`config.mk`:
```
export PLATFORM = sky130hd
export DESIGN_NAME = tw_gen
export DESIGN_NICKNAME = d
export VERILOG_FILES = /design/src/rtl/tw_gen.sv
export SDC_FILE = /design/constraint.sdc
export NUM_CORES = 1
export LEC_CHECK = 0
export CORE_ASPECT_RATIO = 1.25
export CORE_MARGIN = 4
export CORE_UTILIZATION = 47
export DETAILED_ROUTE_END_ITERATION = 8
export GPL_ROUTABILITY_DRIVEN = 0
export PLACE_DENSITY = 0.69
export RECOVER_POWER = 25
export SYNTH_ARGS = -nofsm -noshare
export SYNTH_HDL_FRONTEND = slang
export SYNTH_SLANG_ARGS = --single-unit
export TNS_END_PERCENT = 100
```
`constraint.sdc`:
```
create_clock -name clk -period 2.7 [get_ports clk]
set_clock_uncertainty 0.05 [all_clocks]
set_input_delay 0.27 -clock clk [delete_from_list [all_inputs] [get_ports clk]]
set_output_delay 0.27 -clock clk [all_outputs]
set_load 0.1 [all_outputs]
```
`src/rtl/tw_gen.sv`:
```
// tw_gen: streaming radix-2 DIF twiddle generator built on a quarter-wave cosine ROM.
// Emits the N/2 twiddles W_N^m of one stage in butterfly order, optionally conjugated.
module tw_gen #(
    parameter  int LOG2N = 4,
    parameter  int TW_W  = 12,
    localparam int SW    = $clog2(LOG2N)
) (
    input  logic                   clk,
    input  logic                   rst,
    input  logic                   start,
    input  logic [SW-1:0]          stage,
    input  logic                   inv,
    output logic                   busy,
    output logic                   out_valid,
    input  logic                   out_ready,
    output logic                   out_last,
    output logic [LOG2N-2:0]       out_idx,
    output logic signed [TW_W-1:0] twiddle_re,
    output logic signed [TW_W-1:0] twiddle_im
);
    localparam int MW = LOG2N - 1;
    localparam int N = 1 << LOG2N;
    localparam int Q = N / 4;
    localparam logic [MW-1:0] QM = MW'(Q);
    localparam real PI = 3.14159265358979323846;
    localparam logic [1:0] IDLE = 2'd0, RUN = 2'd1, DRAIN = 2'd2;

    function automatic logic [(Q+1)*TW_W-1:0] rom_init();
        logic [(Q+1)*TW_W-1:0] r;
        real a;
        r = '0;
        a = real'((1 << (TW_W - 1)) - 1);
        for (int k = 0; k <= Q; k++)
            r[k*TW_W +: TW_W] = TW_W'($rtoi(a * $cos(2.0 * PI * real'(k) / real'(N)) + 0.5));
        return r;
    endfunction

    localparam logic [(Q+1)*TW_W-1:0] ROM = rom_init();

    function automatic logic [TW_W-1:0] rom_rd(input logic [MW-1:0] a);
        return ROM[int'(a)*TW_W +: TW_W];
    endfunction

    logic [1:0]    state;
    logic          rst_q, inv_q, en, accept, issue;
    logic [SW-1:0] s_q;
    logic [MW-1:0] cnt, sh, mi, ar, ai;
    logic          v1, l1, nr1, ni1, v2, l2, nr2, ni2;
    logic [MW-1:0] m1, ar1, ai1, m2;
    logic [TW_W-1:0] cr2, ci2;

    assign en = ~(out_valid & ~out_ready);
    assign busy = state != IDLE;
    assign accept = rst_q & start & ~busy;
    assign issue = accept | ((state == RUN) & en);
    assign sh = cnt << s_q;

    // index 0 always maps to m=0, so it is issued straight from the accept cycle
    always_comb begin
        mi = accept ? '0 : sh;
        ar = (mi > QM) ? '0 - mi : mi;
        ai = (mi > QM) ? mi - QM : QM - mi;
    end

    always_ff @(posedge clk or negedge rst)
        if (!rst) rst_q <= 1'b0;
        else rst_q <= 1'b1;

    always_ff @(posedge clk or negedge rst) begin
        if (!rst) begin
            state <= IDLE;
            cnt <= '0;
            s_q <= '0;
            inv_q <= 1'b0;
        end else if (accept) begin
            state <= RUN;
            cnt <= MW'(1);
            s_q <= (int'(stage) >= LOG2N) ? SW'(LOG2N - 1) : stage;
            inv_q <= inv;
        end else if (state == RUN && en) begin
            cnt <= cnt + 1'b1;
            if (&cnt) state <= DRAIN;
        end else if (state == DRAIN && out_valid && out_ready && out_last) begin
            state <= IDLE;
        end
    end

    always_ff @(posedge clk or negedge rst) begin
        if (!rst) begin
            {v1, l1, nr1, ni1, v2, l2, nr2, ni2} <= '0;
            {m1, ar1, ai1, m2, cr2, ci2} <= '0;
            out_valid <= 1'b0;
            out_last <= 1'b0;
            out_idx <= '0;
            twiddle_re <= '0;
            twiddle_im <= '0;
        end else if (en) begin
            v1 <= issue;
            l1 <= (state == RUN) & (&cnt);
            m1 <= mi;
            ar1 <= ar;
            ai1 <= ai;
            nr1 <= mi > QM;
            ni1 <= ~(accept ? inv : inv_q);
            v2 <= v1;
            l2 <= l1;
            m2 <= m1;
            nr2 <= nr1;
            ni2 <= ni1;
            cr2 <= rom_rd(ar1);
            ci2 <= rom_rd(ai1);
            out_valid <= v2;
            out_last <= l2;
            out_idx <= m2;
            twiddle_re <= nr2 ? -cr2 : cr2;
            twiddle_im <= ni2 ? -ci2 : ci2;
        end
    end
endmodule

```
# Word-level counts from Yosys, hierarchy flattened
# Index checks and enable logic that the tools add are counted.
# classes
addsub	6
n_mul	2
n_lt_le_gt_ge	1
eq_ne	3
n_shift	3
n_mux	12
n_bitwise	10
reduce_logical	9
# op_table
operator	n
$shiftx A60 B8 Y12 const A	2
$mux W12	2
$neg A12 Y12	2
$mux W3	5
$mul A3 B2 Y5 const B	2
$mux W2	4
$and A1 B1 Y1	5
$logic_and A1 B1 Y1	4
$not A1 Y1	4
$reduce_bool A2 Y1	2
$add A3 B1 Y3 const B	1
$gt A3 B3 Y1 const B	1
$ne A3 B2 Y1 const B	1
$reduce_and A3 Y1	1
$reduce_bool A3 Y1	1
$shl A3 B2 Y3	1
$sub A1 B3 Y3 const A	1
$sub A3 B3 Y3 const A	1
$sub A3 B3 Y3 const B	1
$eq A2 B1 Y1 const B	1
$eq A2 B2 Y1 const B	1
$reduce_and A2 Y1	1
$mux W1	1
$or A1 B1 Y1	1
# word_totals
register_bits	82
in_bits	7
out_inout_bits	30
word_cells	70

# Logic depth before layout (Yosys ltp)
# Gate-level depths: netlist of the first run.
# depth
depth_word	7
ltp_mapped	8
depth_no_buf	7

# Worst setup path after synthesis of the first run
# Ideal clock, no wire load.
# synth_path
path_kind	reg-to-reg
startpoint	register state[1]
endpoint	register ai1[1]
setup_time_ns	0.118
arrival_ns	2.104
required_ns	2.532
setup_slack_ns	0.428
stages_incl_launch_ff	8
path_buffers	1
synth_period_minus_slack_ns	2.272
cell_sequence	dfrtp_1 -> nor2_1 -> and3_4 -> buf_6 -> or4b_4 -> ha_1 -> or4_1 -> a21o_1
# synth_via
elab_chain_len	6
elab_cells_between_ends	8
classes_between	add/sub: 2; order compare: 1; mux: 2; bitwise: 2; reduce/logical: 1
# synth_rtl
item	line	rtl
start, declared	44	logic [1:0] state;
start signal, assigned	71	state <= IDLE;
start signal, assigned	76	state <= RUN;
start signal, assigned	82	if (&cnt) state <= DRAIN;
$reduce_bool A2 Y1 (*)	53	assign busy = state != IDLE;
$not A1 Y1 (*)	54	assign accept = rst_q & start & ~busy;
$and A1 B1 Y1 (*)	54	
$mux W3 (*)	60	mi = accept ? '0 : sh;
$sub A3 B3 Y3 / $gt A3 B3 Y1 (equally long branches)	62	ai = (mi > QM) ? mi - QM : QM - mi;
$mux W3 (*)	62	
end signal, assigned	102	ai1 <= ai;
end, declared	49	logic [MW-1:0] m1, ar1, ai1, m2;
# Every way passes the cells marked *; elsewhere a longest branch is shown, timed or not.
# A chain may end at the register's enable or synchronous reset.

# Worst setup path in the final report of the first run
# Ends and elaborated chain as after synthesis.

==> summary.txt, run 1 <==
status: finished, violations left
failing checks: max-capacitance violations, max-slew violations
Max Slew Vio Count: 28
Detail Route Antenna Nets: 0
syn_nets: 366
DRC violation count after routing: 0
Final Non-Filler Cells: 470
post-synthesis mux area share: 2.18%
EDFF count, synth: 0
Die ar.: 8650 um^2
final critical-path share of the clock period: 85.6%
top achievable clock speed: 0.433 GHz
top post-synthesis cells by area: dfrtp_1, nand2_1, ha_1, o21ai_0, o31ai_1
ys flop type: dfrtp_1
Starting Density: 48.6%
Inserted Clock Buffers: 9
Slew @ Worst Pin: 1.62 ns
Yosys warnings: 0
CP endpoint kind: flop
core box area: 6980 um^2
synthesis-stage register bit count: 72
# IOs: 37
Required @ worst endpoint: 2.88 ns
HP Start: stage[1]
initial antenna violation count: 0
Post-Synthesis Cell Area: 3390 um^2
critical path class: flop to flop
CTS clk-pin slew, worst paths: 0.07 ns
synthesis-to-finish area growth: 18.0%
ys async rst share: 100%
GR Overflow Total: 0
CP startpoint: state[1]$_DFFE_PN0P_
GR Util met2: 26.4%
fin crit period: 2.31 ns
Worst-Skew Late Latency: 0.35 ns
Vias/cell: 5.24
crit start category: flop
CTS H-Tree Depth: 3
Synth Area in Simple Gates: 18.8%
Final nets: 397
1st-iter DRT viols: 124
met3 Resource Use GR: 3.92%
clk root buf: clkbuf_8
crit path DAT: 2.50 ns
largest net degree at the start of global routing: 88
Routed wire per std cell: 13.3 um
placed cells: 453
Hold WC Path Type: input pin to flop
diode count: 0
port bufs: 36
slew margin rel.: -8.22%
post-synthesis compound-gate area fraction: 13.5%
num rows: 34
CTS Sinks: 72
largest family of logic cells by synthesized area: simple AND/OR/NAND/NOR gates
fraction of layout cells with a size suffix above 1: 15.0%
area leader, netlist: dfrtp_1
dpl cell area: 3750 um^2
Setup Buffers After CTS: 0
global routing's busiest layer: met2
Yosys top cell area share: 53.1%
number of fill cells: 643
CTS tree: built
Synth cell types: 38
Setup violations, final: 0
commonest cells after routing, fill and taps aside: nand2_1, dfrtp_1, buf_4, o21ai_0
drt pass-1 iters: 4
vias in the first global route: 2487
HPWL Detailed: 4280 um
Post-Route Setup TNS: 0 ns
Die Ht: 103 um
grt met1 use: 19.0%
Synth Area in XOR/XNOR: 3.10%
RSZ-0062 raised after global routing: false
final hold viol count: 0
routed wire length: 6230 um
max_cap viols: 1
die width: 84.0 um
Critical Path Fanout Max: 10
Global Route Usage Sum: 15.9%
Mapped Cells: 344
adder-cell share of the synthesized area: 5.53%
Reg-to-Reg Start: state[1]$_DFFE_PN0P_
Final Instance Area: 4000 um^2
final core occ: 57.4%
sequential-to-total area share from yosys stat: 53.1%
syn avg cell area: 9.86 um^2
commonest non-fill, non-tap cell in the layout: nand2_1
Vias: 2463
clock tree buffer depth: 2
post_cts resized: 0
global-route wire length before repair: 11000 um
path summary, 6_finish.rpt:
| check | endpoint | slack (ns) | cells after the start |
|---|---|---|---|
| min in group asynchronous | twiddle_re[5]$_DFFE_PN0N_ | 0.82 | 2 |
| worst min register to register | m2[2]$_DFFE_PN0N_ | 0.42 | 2 |
| max in group asynchronous | s_q[1]$_DFFE_PN0N_ | 0.82 | 2 |
| worst max-delay path | ai1[1]$_DFFE_PN0N_ | 0.39 | 6 |
| worst min-delay path | s_q[1]$_DFFE_PN0N_ | 0.42 | 3 |
| worst max register to register | ai1[1]$_DFFE_PN0N_ | 0.39 | 6 |
worst max-delay path: stages (launching register included):
cell and delay (ns):
dfrtp_1 0.41, nor2_1 0.08, and3_4 0.22, or4b_4 0.49, ha_1 0.25, or4_1 0.53, a21o_1 0.16
cells in the mapped netlist, types with 2 or more instances:
master,count
clkbuf_1,11
a31oi_1,2
a21o_1,2
or4b_4,3
mux2i_1,4
o21ai_0,28
a21oi_1,10
nand3_1,7
o41ai_1,2
nand2b_1,4
o211ai_1,3
or3_1,4
nor2_1,14
inv_1,8
ha_1,15
buf_2,5
o31ai_1,15
xor2_1,8
nand2_1,86
nor2b_1,3
or4_1,4
nand3b_1,3
a22o_1,2
nor4_1,5
buf_1,4
a21boi_0,2
nor3_1,3
mux2_2,3
xnor2_1,4
dfrtp_1,72
area by class of cell:
type | instances | area [um^2] | area share [%]
clock buffer | 11 | 151 | 3.78
clock inverter | 5 | 103 | 2.56
inverter | 8 | 30.0 | 0.750
multi-input combinational | 243 | 1470 | 36.7
sequential | 72 | 1800 | 45.0
tap | 90 | 113 | 2.81
timing repair buffer | 41 | 337 | 8.41
kinds of logic after synthesis:
| logic type | after synthesis |
|---|---|
| simple gates | 138 |
| flops | 72 |
| fa+ha+maj | 15 |
| buf+inv | 29 |
| mux | 7 |
| other cells | 1 |
| compound gates | 70 |
| xor+xnor | 12 |
sequential cells by signal (all words and copies together), names as in the netlist, 2 cells and up:
signal and count:
s_q 2, ar1 2, out_idx 3, m2 3, twiddle_re 12, m1 3, ai1 2, state 2
cnt 3, cr2 8, ci2 8, twiddle_im 12
repair_timing:
action / 4_1_cts / 5_1_grt
endpoints found under the hold margin: 27 / 0
setup endpoints to repair: 0 / 0
hold buffers: 1 / 0
metrics by stage:
stage | setup slack, ns | hold slack (ns)
floorplan | 0.428 | -0.0756
global placement | 0.236 | 0.286
detailed placement | 0.218 | 0.294
CTS | 0.399 | 0.403
global route | 0.283 | 0.404
finish | 0.389 | 0.417
routing by layer:
layer,wire length [um],vias to the layer above
met4,133,0
met1,2780,1166
li1,-,1235
met2,3070,51
met5,0,-
met3,254,11
Power of run 1 is not shown: default switching activity piles up to over one toggle a cycle in this logic, so the estimate is an artifact.
==> inputs of run 2 (changes only) <==
--- a/config.mk
+++ b/config.mk
@@ -12,7 +12,8 @@
 export GPL_ROUTABILITY_DRIVEN = 0
 export PLACE_DENSITY = 0.69
 export RECOVER_POWER = 25
+export SETUP_SLACK_MARGIN = 0.02
 export SYNTH_ARGS = -nofsm -noshare
 export SYNTH_HDL_FRONTEND = slang
 export SYNTH_SLANG_ARGS = --single-unit
-export TNS_END_PERCENT = 100
+export TNS_END_PERCENT = 10
==> results of run 2 <==
No change in the layout: final DEF, timing and power equal those of run 1.
Power of run 2 is left out for the same reason.
==> inputs of run 3 (changes only) <==
--- a/config.mk
+++ b/config.mk
@@ -6,7 +6,7 @@
 export NUM_CORES = 1
 export LEC_CHECK = 0
 export CORE_ASPECT_RATIO = 1.25
-export CORE_MARGIN = 4
+export CORE_MARGIN = 1
 export CORE_UTILIZATION = 47
 export DETAILED_ROUTE_END_ITERATION = 8
 export GPL_ROUTABILITY_DRIVEN = 0
==> run 3 against run 2 <==
  * The flow still finishes with violations (max-capacitance violations, max-slew violations)
  * Count of clock-buffer cells in the layout is 2 lower
  * Maximum frequency increased by 0.51%
  * Highest routed layer unchanged
  * Core utilization down 0.57 points
  * Die area down 13%
  * Critical endpoint unchanged
  * Final cell count up 0.21%
  * Routed wire length decreased by 1.7%
  * Sequential share of layout area is 0.45 points higher
  * Worst setup slack improved by 0.012 ns
  * Sequential cell count is the same
  * Via count shrank 1.5%
  * Non-clock buffer count rose by 1
==> summary.txt, run 3 (synthesis results as in run 1) <==
Global Route Usage Sum: 18.2%
1st-iter DRT viols: 100
Final Instance Area: 3960 um^2
# IOs: 37
crit path DAT: 2.48 ns
Required @ worst endpoint: 2.88 ns
core box area: 6980 um^2
failing checks: max-capacitance violations, max-slew violations
clock tree buffer depth: 2
vias in the first global route: 2376
CTS H-Tree Depth: 3
post_cts resized: 0
clk root buf: clkbuf_8
Final nets: 398
CTS clk-pin slew, worst paths: 0.08 ns
Post-Route Setup TNS: 0 ns
DRC violation count after routing: 0
Critical Path Fanout Max: 10
final hold viol count: 0
synthesis-to-finish area growth: 16.8%
crit start category: flop
commonest cells after routing, fill and taps aside: nand2_1, dfrtp_1, o21ai_0, buf_4
CP endpoint kind: flop
port bufs: 36
max_cap viols: 1
Die Ht: 97.0 um
CTS Sinks: 72
routed wire length: 6130 um
Detail Route Antenna Nets: 0
cts-stage hold buffer count: 1
status: finished, violations left
Routed wire per std cell: 13.0 um
Max Slew Vio Count: 31
fraction of layout cells with a size suffix above 1: 13.9%
Setup violations, final: 0
Vias/cell: 5.15
diode count: 0
num rows: 34
GR Overflow Total: 0
dpl cell area: 3750 um^2
Worst-Skew Late Latency: 0.34 ns
Vias: 2425
Inserted Clock Buffers: 9
global-route wire length before repair: 10900 um
final critical-path share of the clock period: 85.2%
HPWL Detailed: 4160 um
CTS tree: built
Slew @ Worst Pin: 1.79 ns
RSZ-0062 raised after global routing: false
largest net degree at the start of global routing: 57
top achievable clock speed: 0.435 GHz
Setup Buffers After CTS: 0
drt pass-1 iters: 6
top flop regs: twiddle_im: 12 flops, twiddle_re: 12 flops
initial antenna violation count: 0
Die ar.: 7560 um^2
slew margin rel.: -19.3%
commonest non-fill, non-tap cell in the layout: nand2_1
fin crit period: 2.30 ns
Hold WC Path Type: flop to flop
Starting Density: 48.6%
die width: 78.0 um
critical path class: flop to flop
==> run 3: cell count changes in the layout (fill, tap and decap cells not counted), sizes merged <==
cell           before  now
buf                32   27
clkbuf             14   18
clkinv              1    4
clkdlybuf4s50       4    5
clkinvlp            1    0
dlygate4sd3         2    1
==> run 3: worst paths after layout <==
check | from | end | slack (ns) | depth (start not counted)
min in group asynchronous | rst | twiddle_re[5]$_DFFE_PN0N_ | 0.89 | 2
worst max register to register | state[1]$_DFFE_PN0P_ | ai1[1]$_DFFE_PN0N_ | 0.40 | 6
worst min register to register | ni1$_DFFE_PN0N_ | ni2$_DFFE_PN0N_ | 0.41 | 2
worst max-delay path | state[1]$_DFFE_PN0P_ | ai1[1]$_DFFE_PN0N_ | 0.40 | 6
worst min-delay path | ni1$_DFFE_PN0N_ | ni2$_DFFE_PN0N_ | 0.41 | 2
max in group asynchronous | rst | twiddle_re[11]$_DFFE_PN0N_ | 0.66 | 2
==> run 3: layout make-up <==
type                       instances  area (um^2)
timing repair buffer              42          309
fill                             683         3010
inverter                           8         30.0
sequential                        72         1800
multi-input combinational        243         1480
tap                               90          113
clock inverter                     7          110
clock buffer                       9          124
==> run 3: critical path, cell delays in order (launching register included) <==
cell and delay (ns):
dfrtp_1 0.40, nor2_1 0.08, and3_4 0.22, or4b_4 0.49
ha_1 0.26, or4_1 0.53, a21o_1 0.17
==> run 3: through the flow <==
stage / std cells / util (%) / hold WS (ns) / setup WS, ns
global route: 471 / 56.8 / 0.422 / 0.222
finish: 471 / 56.8 / 0.412 / 0.401
global placement: 454 / 53.7 / 0.310 / 0.235
floorplan: 344 / - / -0.0756 / 0.428
detailed placement: 454 / 53.7 / 0.325 / 0.215
CTS: 471 / 57.2 / 0.402 / 0.403
==> run 3: per-layer routing <==
metal  GRT usage, %  vias up  share of wire [%]
li1               -     1244                  -
met1           23.2     1146                 48
met2           30.2       33                 48
met3           4.25        2                3.1
met4           6.84        0               0.47
met5              0        -                  0
Power of run 3 is left out for the same reason.
